**src/rtl/smvm_vector_arbiter.sv**
```systemverilog
// Round-robin arbiter sharing one single-port x-vector RAM among CISR channels.
// Same-address requests in a grant cycle are coalesced onto one RAM read.
module smvm_vector_arbiter #(
  parameter int NUM_CHANNELS = 4,
  parameter int ADDR_W       = 16,
  parameter int DATA_W       = 32
) (
  input  logic                           clk,
  input  logic                           rst,
  input  logic                           flush,
  input  logic [NUM_CHANNELS-1:0]        req_valid,
  input  logic [NUM_CHANNELS*ADDR_W-1:0] req_addr,
  output logic [NUM_CHANNELS-1:0]        req_ready,
  output logic                           mem_rd_en,
  output logic [ADDR_W-1:0]              mem_addr,
  input  logic [DATA_W-1:0]              mem_rd_data,
  output logic [NUM_CHANNELS-1:0]        rsp_valid,
  output logic [NUM_CHANNELS*DATA_W-1:0] rsp_data,
  input  logic [NUM_CHANNELS-1:0]        rsp_ready,
  output logic [31:0]                    reads_issued,
  output logic [31:0]                    reads_coalesced
);

  localparam int PTR_W = $clog2(NUM_CHANNELS);

  logic [NUM_CHANNELS-1:0] pend;
  logic [NUM_CHANNELS-1:0] hold_full;
  logic [NUM_CHANNELS-1:0] eligible;
  logic [NUM_CHANNELS-1:0] grant;
  logic [PTR_W-1:0]        rr_ptr;
  logic [PTR_W-1:0]        winner;
  logic                    found;
  logic [ADDR_W-1:0]       win_addr;
  logic [31:0]             grant_cnt;
  logic [ADDR_W-1:0]       addr_arr [NUM_CHANNELS];
  logic [DATA_W-1:0]       data_q   [NUM_CHANNELS];

  for (genvar g = 0; g < NUM_CHANNELS; g++) begin : g_flat
    assign addr_arr[g]                   = req_addr[g*ADDR_W +: ADDR_W];
    assign rsp_data[g*DATA_W +: DATA_W]  = data_q[g];
  end

  // Reset is folded into eligibility so grants are suppressed while rst is held.
  always_comb begin
    eligible = '0;
    for (int unsigned i = 0; i < NUM_CHANNELS; i++) begin
      eligible[i] = req_valid[i] && !pend[i] && (!hold_full[i] || rsp_ready[i])
                    && !flush && !rst;
    end
  end

  // Scan order rr_ptr, rr_ptr+1, ...; PTR_W-bit addition wraps for power-of-two counts.
  always_comb begin
    logic [PTR_W-1:0] idx;
    idx    = '0;
    found  = 1'b0;
    winner = rr_ptr;
    for (int unsigned k = 0; k < NUM_CHANNELS; k++) begin
      idx = rr_ptr + PTR_W'(k);
      if (!found && eligible[idx]) begin
        found  = 1'b1;
        winner = idx;
      end
    end
  end

  assign win_addr = addr_arr[winner];

  always_comb begin
    grant     = '0;
    grant_cnt = '0;
    for (int unsigned i = 0; i < NUM_CHANNELS; i++) begin
      grant[i]  = found && eligible[i] && (addr_arr[i] == win_addr);
      grant_cnt = grant_cnt + 32'(grant[i]);
    end
  end

  assign req_ready = grant;
  assign mem_rd_en = found;
  assign mem_addr  = found ? win_addr : '0;
  assign rsp_valid = hold_full;

  always_ff @(posedge clk or posedge rst) begin
    if (rst) begin
      pend            <= '0;
      hold_full       <= '0;
      rr_ptr          <= '0;
      reads_issued    <= '0;
      reads_coalesced <= '0;
      for (int unsigned i = 0; i < NUM_CHANNELS; i++) data_q[i] <= '0;
    end else begin
      if (found) begin
        reads_issued    <= reads_issued + 32'd1;
        reads_coalesced <= reads_coalesced + grant_cnt - 32'd1;
      end
      if (flush) begin
        // Clearing pend here drops the RAM word returning this cycle.
        pend      <= '0;
        hold_full <= '0;
        rr_ptr    <= '0;
      end else begin
        if (found) rr_ptr <= winner + PTR_W'(1);
        // A granted channel is never pending, so pend simply tracks last cycle's grant.
        pend <= grant;
        for (int unsigned i = 0; i < NUM_CHANNELS; i++) begin
          if (pend[i]) begin
            data_q[i]    <= mem_rd_data;
            hold_full[i] <= 1'b1;
          end else if (hold_full[i] && rsp_ready[i]) begin
            hold_full[i] <= 1'b0;
          end
        end
      end
    end
  end

endmodule

```
**config.mk**
```make
export PLATFORM = sky130hd
export DESIGN_NAME = smvm_vector_arbiter
export DESIGN_NICKNAME = d
export VERILOG_FILES = /design/src/rtl/smvm_vector_arbiter.sv
export SDC_FILE = /design/constraint.sdc
export NUM_CORES = 1
export LEC_CHECK = 0
export CAP_MARGIN = 20
export CORE_MARGIN = 2
export CORE_UTILIZATION = 49
export CTS_CLUSTER_DIAMETER = 30
export DETAILED_ROUTE_END_ITERATION = 10
export DONT_BUFFER_PORTS = 1
export PLACE_DENSITY = 0.66
export SLEW_MARGIN = 20
export SYNTH_ARGS = -nofsm -noshare
export SYNTH_HDL_FRONTEND = slang
export SYNTH_SLANG_ARGS = --single-unit
```
**constraint.sdc**
```tcl
create_clock -name clk -period 6.9 [get_ports clk]
set_clock_uncertainty 0.1 [all_clocks]
set_input_delay 0.69 -clock clk [delete_from_list [all_inputs] [get_ports clk]]
set_output_delay 0.69 -clock clk [all_outputs]
set_load 0.05 [all_outputs]
```
==> impl_metrics.py <==
metrics = {
    "logic_synthesis": {
        "synth_edf_count": 0,
        "synth_largest_area_cell": "dfrtp_1",
        "synth_nets": 1436,
        "yosysTopAreaCellShare_pct": 39.6,
        "synth_area_sq_um": 12800,
        "synth_cells": 1264,
        "ys_types": 91,
        "synth_warnings": 0,
        "syn_area_per_cell_sq_um": 10.1,
        "ys_top_cells_by_area": "dfrtp_1 (40%), mux2_2 (11%), ha_1 (6.2%), xnor2_1 (6.2%), nand2_1 (2.6%)",
        "ys_async_sr_fraction_pct": 100,
        "yosysSeqAreaShare_pct": 39.6,
        "synthTopCellsByCount": "dfrtp_1 (202), mux2_2 (130), nand2_1 (90), xnor2_1 (90), inv_1 (75)",
        "ys.flop_type": "dfrtp_1",
        "synth_most_common_cell": "dfrtp_1",
        "synth-seq-cells": 202,
    },
    "place": {
        "place_inst": 1565,
        "io_buffers": 0,
        "post-dp-hpwl_um": 29200,
        "gp_congestion": 0.983,
        "placed_area_sq_um": 13200,
        "dp_slack_ps": 78.7,
    },
    "hold_path": {
        "hold_depth": 1,
        "hp-class": "in -> reg",
        "hold_path_end": "rsp_valid[1]",
        "hold_start": "flush",
    },
    "floorplan": {
        "die_w_um": 165,
        "initial_core_util_pct": 49.4,
        "ios": 324,
        "dieHeight_um": 165,
        "coreArea_sq_um": 25800,
        "dieArea_sq_um": 27300,
        "rows": 59,
    },
    "timing": {
        "finalCritPeriodShare_pct": 93.4,
        "setup_slack_ps": 454,
        "fin_hold_ws_ps": 147,
        "fmax_ghz": 0.155,
        "maxSlewHeadroom_pct": 27.2,
        "hold_viol": 0,
        "rsz0062_at_grt": "no",
        "tightest_slew_ps": 1100,
        "maxSlewViolCount": 0,
        "setup_tns_ps": 0,
        "period_needed_ps": 6450,
        "setup_viol": 0,
    },
    "global_routing": {
        "grt_pass1_vias": 9867,
        "grt_pass1_wl_um": 57800,
        "grt_usage_pct": 27.4,
        "grt_max_degree": 134,
        "gr-total-overflow": 0,
        "antenna_found_initial": 3,
    },
    "worst_setup_path": {
        "r2r_end": "reads_coalesced[26]",
        "path_class": "reg -> reg",
        "critPathMaxFanout": 26,
        "worst_ep_arrival_time_ps": 6770,
        "critPathRequiredTime_ps": 7220,
        "cp-end-kind": "register",
        "cp-start-kind": "register",
        "r2r-start": "rsp_valid[0]",
        "reg2reg_slack_ps": 450,
        "reg2reg_depth": 26,
    },
    "routing": {
        "drt_iter0_drc": 958,
        "dr_total_vias": 10051,
        "routed_wl_um": 39000,
        "via_per_inst": 6.11,
        "drc": 0,
        "drt-wirelength-per-cell_um": 23.7,
        "antenna_left": 0,
        "detail_route.first_pass.iterations": 6,
    },
    "run": {
        "max_cap_violations": 0,
    },
    "pwr": {
        "power_mw": 7.22,
        "power_density_nw_per_um2": 491,
        "irDropWorstVdd_uv": 285,
        "power_leakage_nw": 6.92,
    },
    "clock_tree": {
        "postCtsSetupBuffers": 0,
        "cts_tree": "done",
        "clock-root-buffer": "clkbuf_16",
        "h-tree-depth": 2,
        "clk-insertion-delay-late_ps": 510,
        "clock_path_buffers": 3,
        "cts_resized": 0,
        "clock-sinks": 202,
        "cts_buffers": 42,
        "clk_pin_slew_worst_paths_ps": 50,
        "holdBufCountCts": 0,
    },
    "cells_and_area": {
        "final_nets": 1446,
        "final_layout_size_suffix_gt1_share_pct": 21.5,
        "fin_util_pct": 56.9,
        "synthToLayoutAreaGrowth_pct": 15.3,
        "fill_cells": 2205,
        "fin_area_sq_um": 14700,
        "instances_no_fill": 1646,
    },
    "status": {
        "outcome": "completed",
    },
}
cell type report:
cell class	count	area, sq um	area share (%)
antenna	3	7.51	0.0510
clock buffer	54	1190	8.07
clock inverter	24	323	2.20
inverter	75	289	1.97
multi-input combinational	918	7140	48.5
sequential	202	5050	34.4
tap	335	419	2.85
timing repair buffer	35	288	1.96
state kept, by name (all words and copies together) (netlist names):
| name | count |
|---|---|
| rsp_data | 128 |
| reads_coalesced | 32 |
| reads_issued | 32 |
| pend | 4 |
| rsp_valid | 4 |
| rr_ptr | 2 |
critical path, cell delays in order, from the launching register on:
cell and delay [ps]:
dfrtp_1 370, nor2b_1 130, nand4bb_2 360, o22ai_1 290
and2_1 230, nor2_4 80, buf_12 170, or4_1 540
a21oi_1 290, o211ai_1 170, or4_1 430, ha_1 320
fa_1 490, inv_1 50, ha_1 200, inv_1 70
fa_1 200, nor2b_1 70, o31a_1 270, o22a_1 260
a211oi_2 330, o21ai_0 200, a211oi_1 300, buf_4 170
xnor2_1 110, nor2_1 50, a21oi_1 130
worst max-delay path by stage:
stage	startpoint	end	slack, ps
floorplan	rst	pend[0]	600
global placement	rst	reads_coalesced[26]	250
detailed placement	rst	reads_coalesced[26]	80
CTS	rsp_valid[0]	reads_coalesced[26]	350
global route	rsp_valid[0]	reads_coalesced[26]	70
finish	rsp_valid[0]	reads_coalesced[26]	450
cell families after synthesis:
| logic type | synth area share (%) |
|---|---|
| buf+inv | 4.85 |
| xor+xnor | 8.65 |
| compound gates | 15.0 |
| mux | 12.8 |
| flops | 39.6 |
| simple gates | 12.6 |
| fa+ha+maj | 6.49 |
placed cells by master (no fill, tap or decap), drive strengths merged, types with 36 or more instances in the layout:
cell type    n
dfrtp      202
mux2       130
nand2       91
xnor2       90
inv         82
nor2        67
a21oi       64
ha          63
o21ai       57
clkbuf      54
xor2        36
report_power, final:
group | total (mW) | internal [mW] | switching [mW] | leakage [nW]
Clock | 2.11 | 1.45 | 0.658 | 0.739
Combinational | 2.84 | 1.22 | 1.62 | 3.47
Sequential | 2.27 | 1.37 | 0.891 | 2.71
layer usage:
metal	share of wire [%]	routed length [um]	GRT usage, %	vias to the layer above
li1	-	-	-	4590
met1	39	15100	33.7	4844
met2	47	18200	44.9	532
met3	11	4480	9.24	85
met4	3.2	1250	9.87	0
met5	0	0	0	-
No activity file was read; power rests on OpenSTA's default activity.
